$ cat config.mk
export PLATFORM = sky130hd
export DESIGN_NAME = alu_issue_arbiter
export DESIGN_NICKNAME = d
export VERILOG_FILES = /design/src/rtl/alu_issue_arbiter.sv
export SDC_FILE = /design/constraint.sdc
export NUM_CORES = 1
export LEC_CHECK = 0
export CAP_MARGIN = 20
export CORE_MARGIN = 10
export CORE_UTILIZATION = 32
export CTS_CLUSTER_DIAMETER = 120
export DETAILED_ROUTE_END_ITERATION = 16
export HOLD_SLACK_MARGIN = 0.1
export PLACE_DENSITY = 0.61
export SYNTH_ARGS = -nofsm -noshare
export SYNTH_HDL_FRONTEND = slang
export SYNTH_SLANG_ARGS = --single-unit
$ cat constraint.sdc
create_clock -name clk -period 1.6 [get_ports clk]
set_input_delay 0.4 -clock clk [delete_from_list [all_inputs] [get_ports clk]]
set_output_delay 0.4 -clock clk [all_outputs]
set_load 0.05 [all_outputs]
$ cat src/rtl/alu_issue_arbiter.sv
// alu_issue_arbiter
//   Shares one ALU between two requesters (e.g. main pipeline and the
//   branch/address unit). Round-robin arbitration, one op in flight at a time.
//   The winning op is issued with a one-cycle alu_start pulse. ctrl_command is
//   held for the op's latency and keeps its last value between ops. A completion
//   token is then returned to the winner over a done_valid/done_ack handshake.
//
//   Opcodes: ADD=0 SUB=1 MUL=2 AND=3 OR=4. Anything above 4 is illegal. It is
//   not issued to the ALU, but it still completes with illegal_op=1.
//
// Parameters
//   MUL_CYCLES  ALU cycles for MUL, counted from the start cycle (1..15)
//   OPW         opcode / ctrl_command width
//
// Ports
//   clk, rst             rising-edge clock, async active-high reset
//   req0_valid/op/ready  requester 0 (ready is combinational)
//   req1_valid/op/ready  requester 1 (ready is combinational)
//   ctrl_command         opcode to ALU (registered)
//   alu_start            one-cycle start pulse (registered)
//   busy                 arbiter not idle (registered)
//   done_valid/done_id   completion token and its owner (registered)
//   illegal_op           completion was for an illegal opcode
//   done_ack             owner consumes the completion
//
// state    | meaning
// ---------+------------------------------------------------------------
// IDLE     | waiting for a request; the only state that accepts an op
// EXEC     | op issued to ALU (alu_start high if the op is legal)
// MUL_WAIT | multi-cycle MUL in progress; wait_cnt counts down to 0
// RESP     | completion presented; held until done_ack

module alu_issue_arbiter #(
  parameter int MUL_CYCLES = 3,
  parameter int OPW        = 4
) (
  input  logic           clk,
  input  logic           rst,
  input  logic           req0_valid,
  input  logic [OPW-1:0] req0_op,
  output logic           req0_ready,
  input  logic           req1_valid,
  input  logic [OPW-1:0] req1_op,
  output logic           req1_ready,
  output logic [OPW-1:0] ctrl_command,
  output logic           alu_start,
  output logic           busy,
  output logic           done_valid,
  output logic           done_id,
  output logic           illegal_op,
  input  logic           done_ack
);

  localparam logic [1:0] S_IDLE     = 2'd0;
  localparam logic [1:0] S_EXEC     = 2'd1;
  localparam logic [1:0] S_MUL_WAIT = 2'd2;
  localparam logic [1:0] S_RESP     = 2'd3;

  localparam logic [OPW-1:0] OP_MUL  = OPW'(2);
  localparam logic [OPW-1:0] OP_LAST = OPW'(4);

  // EXEC is the first MUL cycle and RESP follows the cycle in which the
  // counter reads zero, so the counter is loaded with MUL_CYCLES-2.
  localparam logic [3:0] MUL_LOAD = (MUL_CYCLES > 1) ? 4'(MUL_CYCLES - 2) : 4'd0;
  localparam logic       MUL_MULTI = (MUL_CYCLES > 1);

  logic [1:0]     state;
  logic [1:0]     state_nxt;
  logic [OPW-1:0] op_q;
  logic           id_q;
  logic           illegal_q;
  logic           last_grant;
  logic [3:0]     wait_cnt;

  logic           winner;
  logic           accept;
  logic [OPW-1:0] winner_op;
  logic           winner_legal;

  // Tie goes to the requester that did not win last time.
  always_comb begin
    winner = 1'b0;
    if (req0_valid && req1_valid) winner = ~last_grant;
    else if (req1_valid)          winner = 1'b1;
  end

  assign accept       = (state == S_IDLE) && (req0_valid || req1_valid);
  assign req0_ready   = accept && !winner;
  assign req1_ready   = accept && winner;
  assign winner_op    = winner ? req1_op : req0_op;
  assign winner_legal = (winner_op <= OP_LAST);

  always_comb begin
    state_nxt = state;
    case (state)
      S_IDLE:     if (accept) state_nxt = S_EXEC;
      S_EXEC: begin
        if (!illegal_q && (op_q == OP_MUL) && MUL_MULTI) state_nxt = S_MUL_WAIT;
        else                                             state_nxt = S_RESP;
      end
      S_MUL_WAIT: if (wait_cnt == 4'd0) state_nxt = S_RESP;
      S_RESP:     if (done_ack) state_nxt = S_IDLE;
      default:    state_nxt = S_IDLE;
    endcase
  end

  always_ff @(posedge clk or posedge rst) begin
    if (rst) begin
      state        <= S_IDLE;
      busy         <= 1'b0;
      done_valid   <= 1'b0;
      alu_start    <= 1'b0;
      ctrl_command <= '0;
      op_q         <= '0;
      id_q         <= 1'b0;
      illegal_q    <= 1'b0;
      last_grant   <= 1'b1;
      wait_cnt     <= 4'd0;
    end else begin
      state      <= state_nxt;
      busy       <= (state_nxt != S_IDLE);
      done_valid <= (state_nxt == S_RESP);
      // Registered outputs take their EXEC values on the accepting edge so
      // that alu_start and ctrl_command appear in the EXEC cycle itself.
      alu_start  <= accept && winner_legal;

      if (accept) begin
        op_q       <= winner_op;
        id_q       <= winner;
        illegal_q  <= !winner_legal;
        last_grant <= winner;
        // Illegal ops leave the ALU command untouched.
        if (winner_legal) ctrl_command <= winner_op;
      end

      if (state == S_EXEC)                             wait_cnt <= MUL_LOAD;
      else if (state == S_MUL_WAIT && wait_cnt != 4'd0) wait_cnt <= wait_cnt - 4'd1;
    end
  end

  assign done_id    = id_q;
  assign illegal_op = illegal_q;

endmodule

==> results of run 1 <==
-- logic make-up after synthesis --
| group | Yosys count | share of synthesized area |
|---|---|---|
| simple gates | 25 | 0.143 |
| compound gates | 31 | 0.212 |
| buf+inv | 11 | 0.0424 |
| flops | 20 | 0.515 |
| fa+ha+maj | 2 | 0.0257 |
| mux | 6 | 0.0617 |
-- stage by stage --
step                      utilization  instance area (um2)  setup TNS (ps)  hold WS (ps)  std cells
after floorplan                     -                  992               0           363         95
after global placement          0.517                 1460           -3600           461        160
after detailed placement        0.517                 1460           -3990           468        160
after CTS                       0.540                 1530            -184           423        167
after global routing            0.547                 1550            -287           444        168
final                           0.547                 1550            -169           425        168
-- critical path, cell delays in order (launching register included) --
cell	delay, ps
dfstp_2	570
a21boi_4	70
buf_12	130
nor2_4	80
buf_8	150
-- final cells by class --
cell class / instances / area share
Multi-Input combinational cell: 64 / 0.301
Tap cell: 31 / 0.0251
Clock buffer: 4 / 0.0170
Sequential cell: 20 / 0.324
Timing Repair Buffer: 41 / 0.314
Inverter: 8 / 0.0194
-- Yosys cell counts, drive strengths merged --
cell / instances / area, um2
a21boi: 1 / 18.8
inv: 8 / 30.0
o21a: 3 / 22.5
nor2b: 4 / 27.5
and2: 1 / 6.26
dfstp: 1 / 26.3
o211ai: 1 / 7.51
clkbuf: 3 / 11.3
a32o: 1 / 10.0
nor3: 2 / 10.0
o22a: 1 / 8.76
o22ai: 2 / 12.5
nand2: 4 / 15.0
nor3b: 2 / 15.0
and3: 1 / 6.26
or4b: 1 / 10.0
o21ai: 8 / 40.0
nand2b: 1 / 6.26
a2bb2oi: 1 / 8.76
or2b: 1 / 7.51
dfrtp: 19 / 475
ha: 2 / 25.0
nor2: 6 / 22.5
a21o: 1 / 7.51
nor4: 2 / 12.5
mux2i: 6 / 60.1
a21oi: 9 / 48.8
a31oi: 2 / 12.5
o31a: 1 / 8.76
-- registers in the layout (all words and copies together) (netlist names) --
name and cells:
ctrl_command 4, op_q 4, wait_cnt 4, state 2, alu_start 1, busy 1, done_id 1, done_valid 1
illegal_op 1, last_grant 1
-- per-layer routing --
metal,GRT usage,share of wire,vias up
met5,0,0,-
li1,-,-,422
met3,0.0434,0.090,2
met2,0.162,0.47,18
met1,0.0937,0.43,386
met4,0.0309,0.0075,0
-- worst max path at each step --
stage                     startpoint         endpoint  slack [ps]  cells after the start
after floorplan             state[1]       req0_ready          30                      4
after CTS                 last_grant       req0_ready        -110                      4
final                     last_grant       req0_ready        -110                      4
after global placement    req1_valid  ctrl_command[3]        -360                      6
after detailed placement  req1_valid  ctrl_command[3]        -400                      6
after global routing      last_grant       req0_ready        -150                      4
-- layout by cell type, fill, tap and decap left out, drive strengths merged, types with 2 or more instances in the layout --
master          n
mux2i           6
clkdlybuf4s50  10
a31oi           2
a21oi           9
ha              2
dfrtp          19
o21a            3
nor2b           4
nor2            6
inv             8
nor3            2
o21ai           8
buf            29
nand2           4
nor3b           2
o22ai           2
clkbuf          4
nor4            2
-- repair_timing --
action / CTS / global route
endpoints found under the hold margin: 0 / 0
setup buffers: 4 / 1
endpoints found under the setup margin: 7 / 8
pin swaps: 1 / 1
gates cloned: 0 / 0
resized for setup: 9 / 4
-- power by group --
| part | internal (mW) | leakage, nW | switching, mW |
|---|---|---|---|
| Sequential | 0.728 | 0.241 | 0.190 |
| Clock | 0.0970 | 0.0150 | 0.148 |
| Combinational | 0.851 | 0.457 | 0.835 |
==> results.json, run 1 <==
{
  "setup.worst_path.end_class": "output pin",
  "htree_levels": 1,
  "fin_skew_ps": 2.09,
  "cap_viol_max_count": 0,
  "yosys_warnings": 0,
  "yosysUniqueCellTypes": 31,
  "grt_pass1_vias": 904,
  "drt-pass1-iter-count": 4,
  "clk_pin_slew_ps": 110,
  "numCtsBuffers": 3,
  "drv_slew": 0,
  "die_w_um": 75.2,
  "dp_slack_ps": -398,
  "fillers": 269,
  "peakVddDrop_mv": 0.901,
  "power.total_mw": 2.85,
  "ioPinCount": 24,
  "path_class": "reg -> out",
  "drcViolationCount": 0,
  "worstSkewPairLatency_ps": 290,
  "syn_to_final_growth_pct": 59.0,
  "min_path_type": "in -> async",
  "fmax_ghz": 0.586,
  "clkSinkCount": 20,
  "start_kind": "flip-flop",
  "period_minus_slack_ps": 1710,
  "groute.usage.overall": 0.0917,
  "drive_gt1_frac": 0.321,
  "p_leak_nw": 0.713,
  "grt_first_pass_wirelength_um": 4060,
  "synth_fp_nets": 110,
  "vias_per_cell": 4.93,
  "diodes": 0,
  "critPathArrivalTime_ps": 1310,
  "violations": "setup timing",
  "root_buffer": "clkbuf_4",
  "grt_max_degree": 21,
  "reg2reg_to": "ctrl_command[3]",
  "io_buffers": 23,
  "dieArea_um2": 5650,
  "place.gp.congestion": 0.775,
  "synth_area_um2": 973,
  "p_per_area_nw_per_um2": 1840,
  "setup_ws_ps": -105,
  "dr.first_iter.drc_count": 28,
  "multi_input_area_um2": 465,
  "antenna_left": 0,
  "rsz0062_at_grt": "yes",
  "yosys_register_bits": 20,
  "vias": 828,
  "coreArea_um2": 2830,
  "status": "finished with violations",
  "rr_startpoint": "last_grant",
  "syn-mean-instance-area_um2": 10.2,
  "fin_nets": 153,
  "netlist_instances": 95,
  "worstPathMaxFanout": 3,
  "r2r_slack_ps": 30,
  "setup_viol": 2,
  "holdBufCountCts": 0,
  "place_hpwl_um": 1800,
  "seq_area_um2": 502,
  "fp.dieH_um": 75.2,
  "drt_wl_total_um": 2270,
  "fin_crit_sh": 1.07,
  "cts_tree": "yes",
  "relSlewSlack": 0.817,
  "overflow": 0,
  "routedWlPerCell_um": 13.5,
  "antenna_found_initial": 0,
  "crit_required_ps": 1200,
  "worst_slew_pin_slew_ps": 267,
  "r2r_cells": 6,
  "start_util": 0.344,
  "hold_viol": 0,
  "clockBufferDepth": 2,
  "synth.yosys.seq_area_share": 0.515,
  "rows": 19
}
No activity file was read; power rests on OpenSTA's default activity.
==> run 2: changes to the inputs <==
- DONT_BUFFER_PORTS: default -> 1
- PLACE_DENSITY: 0.61 -> 0.51
- clock period: 1.6 -> 1.85 ns (I/O delays scaled with it)
==> results.json, run 2 (same netlist as run 1, synthesis figures left out) <==
{
  "peakVddDrop_mv": 0.914,
  "status": "complete, no violations",
  "vias": 736,
  "relSlewSlack": 0.674,
  "worstPathMaxFanout": 5,
  "start_util": 0.344,
  "p_switching_mw": 0.931,
  "worst_slew_pin_slew_ps": 490,
  "dieArea_um2": 5650,
  "syn_to_final_growth_pct": 23.3,
  "antenna_left": 0,
  "io_buffers": 0,
  "crit_required_ps": 1390,
  "clk_pin_slew_ps": 110,
  "dr.first_iter.drc_count": 47,
  "fin_setup_tns_ps": 0,
  "grt_first_pass_wirelength_um": 3450,
  "pwr-share-seq": 0.464,
  "critPathArrivalTime_ps": 1320,
  "drv_slew": 0,
  "fp.dieH_um": 75.2,
  "drive_gt1_frac": 0.209,
  "p_int_mw": 1.22,
  "cap_viol_max_count": 0,
  "place.gp.congestion": 0.793,
  "diodes": 0,
  "top_regs": "ctrl_command: 4 flops, op_q: 4 flops, wait_cnt: 4 flops",
  "root_buffer": "clkbuf_4",
  "min_path_type": "in -> reg",
  "numCtsBuffers": 3,
  "ioPinCount": 24,
  "period_minus_slack_ps": 1780,
  "setup_viol": 0,
  "place_hpwl_um": 1630,
  "vias_per_cell": 5.22,
  "overflow": 0,
  "pwr-share-clk": 0.164,
  "groute.usage.overall": 0.0790,
  "fmax_ghz": 0.561,
  "antenna_found_initial": 0,
  "htree_levels": 1,
  "coreArea_um2": 2830,
  "final_common_cell": "dfrtp_1",
  "rows": 19,
  "final_cell_area_um2": 1200,
  "fin_crit_sh": 0.964,
  "drcViolationCount": 0,
  "hold_viol": 0,
  "switching_share": 0.432,
  "grt_max_degree": 21,
  "p_leak_nw": 0.549,
  "placed_cell_area_um2": 1100,
  "power_frac_comb": 0.373,
  "cts_tree": "yes",
  "clkSinkCount": 20,
  "path_class": "reg -> out",
  "clockBufferDepth": 2,
  "drt-pass1-iter-count": 4,
  "drt_wl_total_um": 2060,
  "die_w_um": 75.2,
  "final_cell_mix": "19 x dfrtp_1, 9 x buf_4, 8 x a21oi_1, 8 x inv_1, 7 x o21ai_0",
  "fin_skew_ps": 8.23,
  "grt_pass1_vias": 760,
  "start_kind": "flip-flop",
  "setup_ws_ps": 66.8,
  "worstSkewPairLatency_ps": 300,
  "routedWlPerCell_um": 14.6,
  "p_per_area_nw_per_um2": 1800,
  "fin_nets": 126,
  "rsz0062_at_grt": "no",
  "setup.worst_path.end_class": "output pin",
  "dp_slack_ps": 296
}
## run 2: final timing paths
kind                              from               to  slack, ps  depth (start not counted)
max                         last_grant       req0_ready         70                          4
min                         req0_valid       last_grant        220                          1
max reg2reg                wait_cnt[0]         state[0]        260                          6
min reg2reg                    op_q[1]          op_q[1]        480                          2
max in group asynchronous          rst       last_grant        970                          3
min in group asynchronous          rst  ctrl_command[3]        600                          3
## run 2: area by class of cell
| cell class | instances | area [um2] |
|---|---|---|
| inverter | 8 | 30.0 |
| clock buffer | 3 | 22.5 |
| clock inverter | 1 | 30.0 |
| timing repair buffer | 14 | 131 |
| tap | 31 | 38.8 |
| sequential | 20 | 502 |
| fill | 282 | 1630 |
| multi-input combinational | 64 | 445 |
## run 2: metrics by stage
step	hold WS [ps]	cells	utilization	power [mW]
after floorplan	426	95	-	1.53
after global routing	200	141	0.424	2.33
after global placement	395	134	0.390	1.74
final	220	141	0.424	2.15
after CTS	206	140	0.415	2.14
after detailed placement	399	134	0.390	1.76
## run 2: power groups by stage
stage	Clock [mW]	Sequential (mW)	Combinational, mW
finish	0.352	0.999	0.803
global placement	0	0.999	0.743
global route	0.385	1.03	0.918
floorplan	0	1.00	0.527
CTS	0.366	0.992	0.783
detailed placement	0	1.00	0.758
## run 2: timing repair
| item | in CTS | in global routing |
|---|---|---|
| hold buffers | 1 | 0 |
| pin swaps | 1 | 1 |
| setup endpoints to repair | 1 | 2 |
| gates resized for setup | 1 | 5 |
| hold endpoints to repair | 19 | 0 |
| buffers inserted | 1 | 1 |
## run 2: critical path, stage by stage, from the launching register on
cell      delay [ps]
dfstp_2          570
a21boi_4          80
buf_6            140
nor2_4           100
buf_12           140
## run 2: routing by layer
metal,part of all wire,GRT usage,routed length (um),vias up
met5,0,0,0,-
met4,0.0053,0.0124,11,0
met3,0.097,0.0512,199,2
met2,0.48,0.117,980,18
met1,0.42,0.0959,868,351
li1,-,-,-,365
==> run 3: changes to the inputs <==
- CELL_PAD_IN_SITES_DETAIL_PLACEMENT: default -> 0
- CELL_PAD_IN_SITES_GLOBAL_PLACEMENT: default -> 2
- PLACE_DENSITY: 0.51 -> 0.72
==> results.json, run 3 (same netlist as run 1, synthesis figures left out) <==
{
  "status": "complete, no violations",
  "wl_met1_um": 922,
  "io_buffers": 0,
  "vias_per_cell": 5.26,
  "antenna_found_initial": 0,
  "vias": 747,
  "clockBufferDepth": 2,
  "crit_required_ps": 1390,
  "routedWlPerCell_um": 15.1,
  "drt-pass1-iter-count": 4,
  "worst_slew_pin_slew_ps": 482,
  "htree_levels": 1,
  "grt_max_degree": 21,
  "maxUsedRoutingLayer": "met4",
  "setup.worst_path.end_class": "output pin",
  "worstPathMaxFanout": 3,
  "fin_nets": 127,
  "drcViolationCount": 0,
  "worstSkewPairLatency_ps": 300,
  "power.total_mw": 2.06,
  "placed_cell_area_um2": 1100,
  "coreArea_um2": 2830,
  "p_leak_nw": 0.545,
  "grt_pass1_vias": 742,
  "antenna_left": 0,
  "final_common_cell": "dfrtp_1",
  "fin_skew_ps": 12.5,
  "fillers": 263,
  "min_path_type": "in -> reg",
  "cap_viol_max_count": 0,
  "root_buffer": "clkbuf_4",
  "wl_met3_um": 177,
  "grt_first_pass_wirelength_um": 3620,
  "die_w_um": 75.2,
  "ioPinCount": 24,
  "drive_gt1_frac": 0.225,
  "fin_crit_sh": 0.969,
  "top_regs": "ctrl_command: 4 flops, op_q: 4 flops, wait_cnt: 4 flops",
  "relSlewSlack": 0.679,
  "diodes": 0,
  "dr.first_iter.drc_count": 43,
  "setup_viol": 0,
  "place_hpwl_um": 1610,
  "start_kind": "flip-flop",
  "groute.usage.overall": 0.0833,
  "drt_wl_total_um": 2150,
  "numCtsBuffers": 3,
  "finish.utilization": 0.417,
  "period_minus_slack_ps": 1790,
  "cts_tree": "yes",
  "rsz0062_at_grt": "yes",
  "final_cell_area_um2": 1180,
  "multi_input_area_um2": 445,
  "hold_viol": 0,
  "rows": 19,
  "dp.cells": 133,
  "dieArea_um2": 5650,
  "overflow": 0,
  "critPathArrivalTime_ps": 1330,
  "clk_pin_slew_ps": 120,
  "p_per_area_nw_per_um2": 1740,
  "peakVddDrop_mv": 0.738,
  "final_cell_mix": "19 x dfrtp_1, 13 x buf_4, 8 x a21oi_1, 8 x inv_1, 7 x o21ai_0",
  "fmax_ghz": 0.558,
  "drv_slew": 0,
  "fp.dieH_um": 75.2,
  "final-instance-count-excl-fill": 142,
  "fin_setup_tns_ps": 0,
  "syn_to_final_growth_pct": 21.2,
  "place.gp.congestion": 0.705,
  "seq_area_um2": 502,
  "clkSinkCount": 20,
  "start_util": 0.344,
  "path_class": "reg -> out",
  "met2_length_um": 1030
}
run 3: changes by cell type in the layout (fill, tap and decap cells not counted), sizes merged:
cell,before,now
buf,13,14
bufinv,1,0
clkbuf,3,4
run 3: worst paths after layout:
path	startpoint	endpoint	slack, ps	cells after the start
hold / removal	req0_valid	last_grant	200	1
min in group asynchronous	rst	op_q[3]	610	3
max in group asynchronous	rst	last_grant	970	3
setup reg to reg	state[1]	ctrl_command[3]	150	6
setup / recovery	state[1]	req0_ready	60	5
hold reg to reg	op_q[2]	op_q[2]	490	2
run 3: what timing repair did:
action	CTS	global route
pin swaps	1	0
hold endpoints to repair	19	0
endpoints found under the setup margin	2	3
buffers inserted	1	3
resized for setup	2	1
hold buffers	1	0
run 3: cell type report:
| class | instances | area share |
|---|---|---|
| flip-flops and latches | 20 | 0.425 |
| multi-input cells | 64 | 0.378 |
| repair buffers | 15 | 0.108 |
| well taps | 31 | 0.0329 |
| clock buffers | 4 | 0.0308 |
| inverters | 8 | 0.0255 |
run 3: metal layers:
| metal | GRT usage | vias up |
|---|---|---|
| met3 | 0.0381 | 2 |
| met2 | 0.134 | 17 |
| li1 | - | 373 |
| met4 | 0.0268 | 0 |
| met1 | 0.0965 | 355 |
| met5 | 0 | - |
run 3: report_power, final:
part           total (mW)  internal, mW  switching (mW)
clock               0.257         0.120           0.137
sequential          0.990         0.625           0.364
combinational       0.809         0.380           0.429
run 3: critical path: stages (launching register included):
cell and delay [ps]:
dfrtp_1 410, nor2_2 130, o21ai_1 100, buf_4 160, nor2_4 90, buf_12 140
run 3: metrics by stage:
step,setup slack [ps],hold slack (ps)
after detailed placement,205,406
after CTS,-4.12,184
after floorplan,50.7,426
after global placement,262,396
after global routing,-6.47,184
final,56.7,198
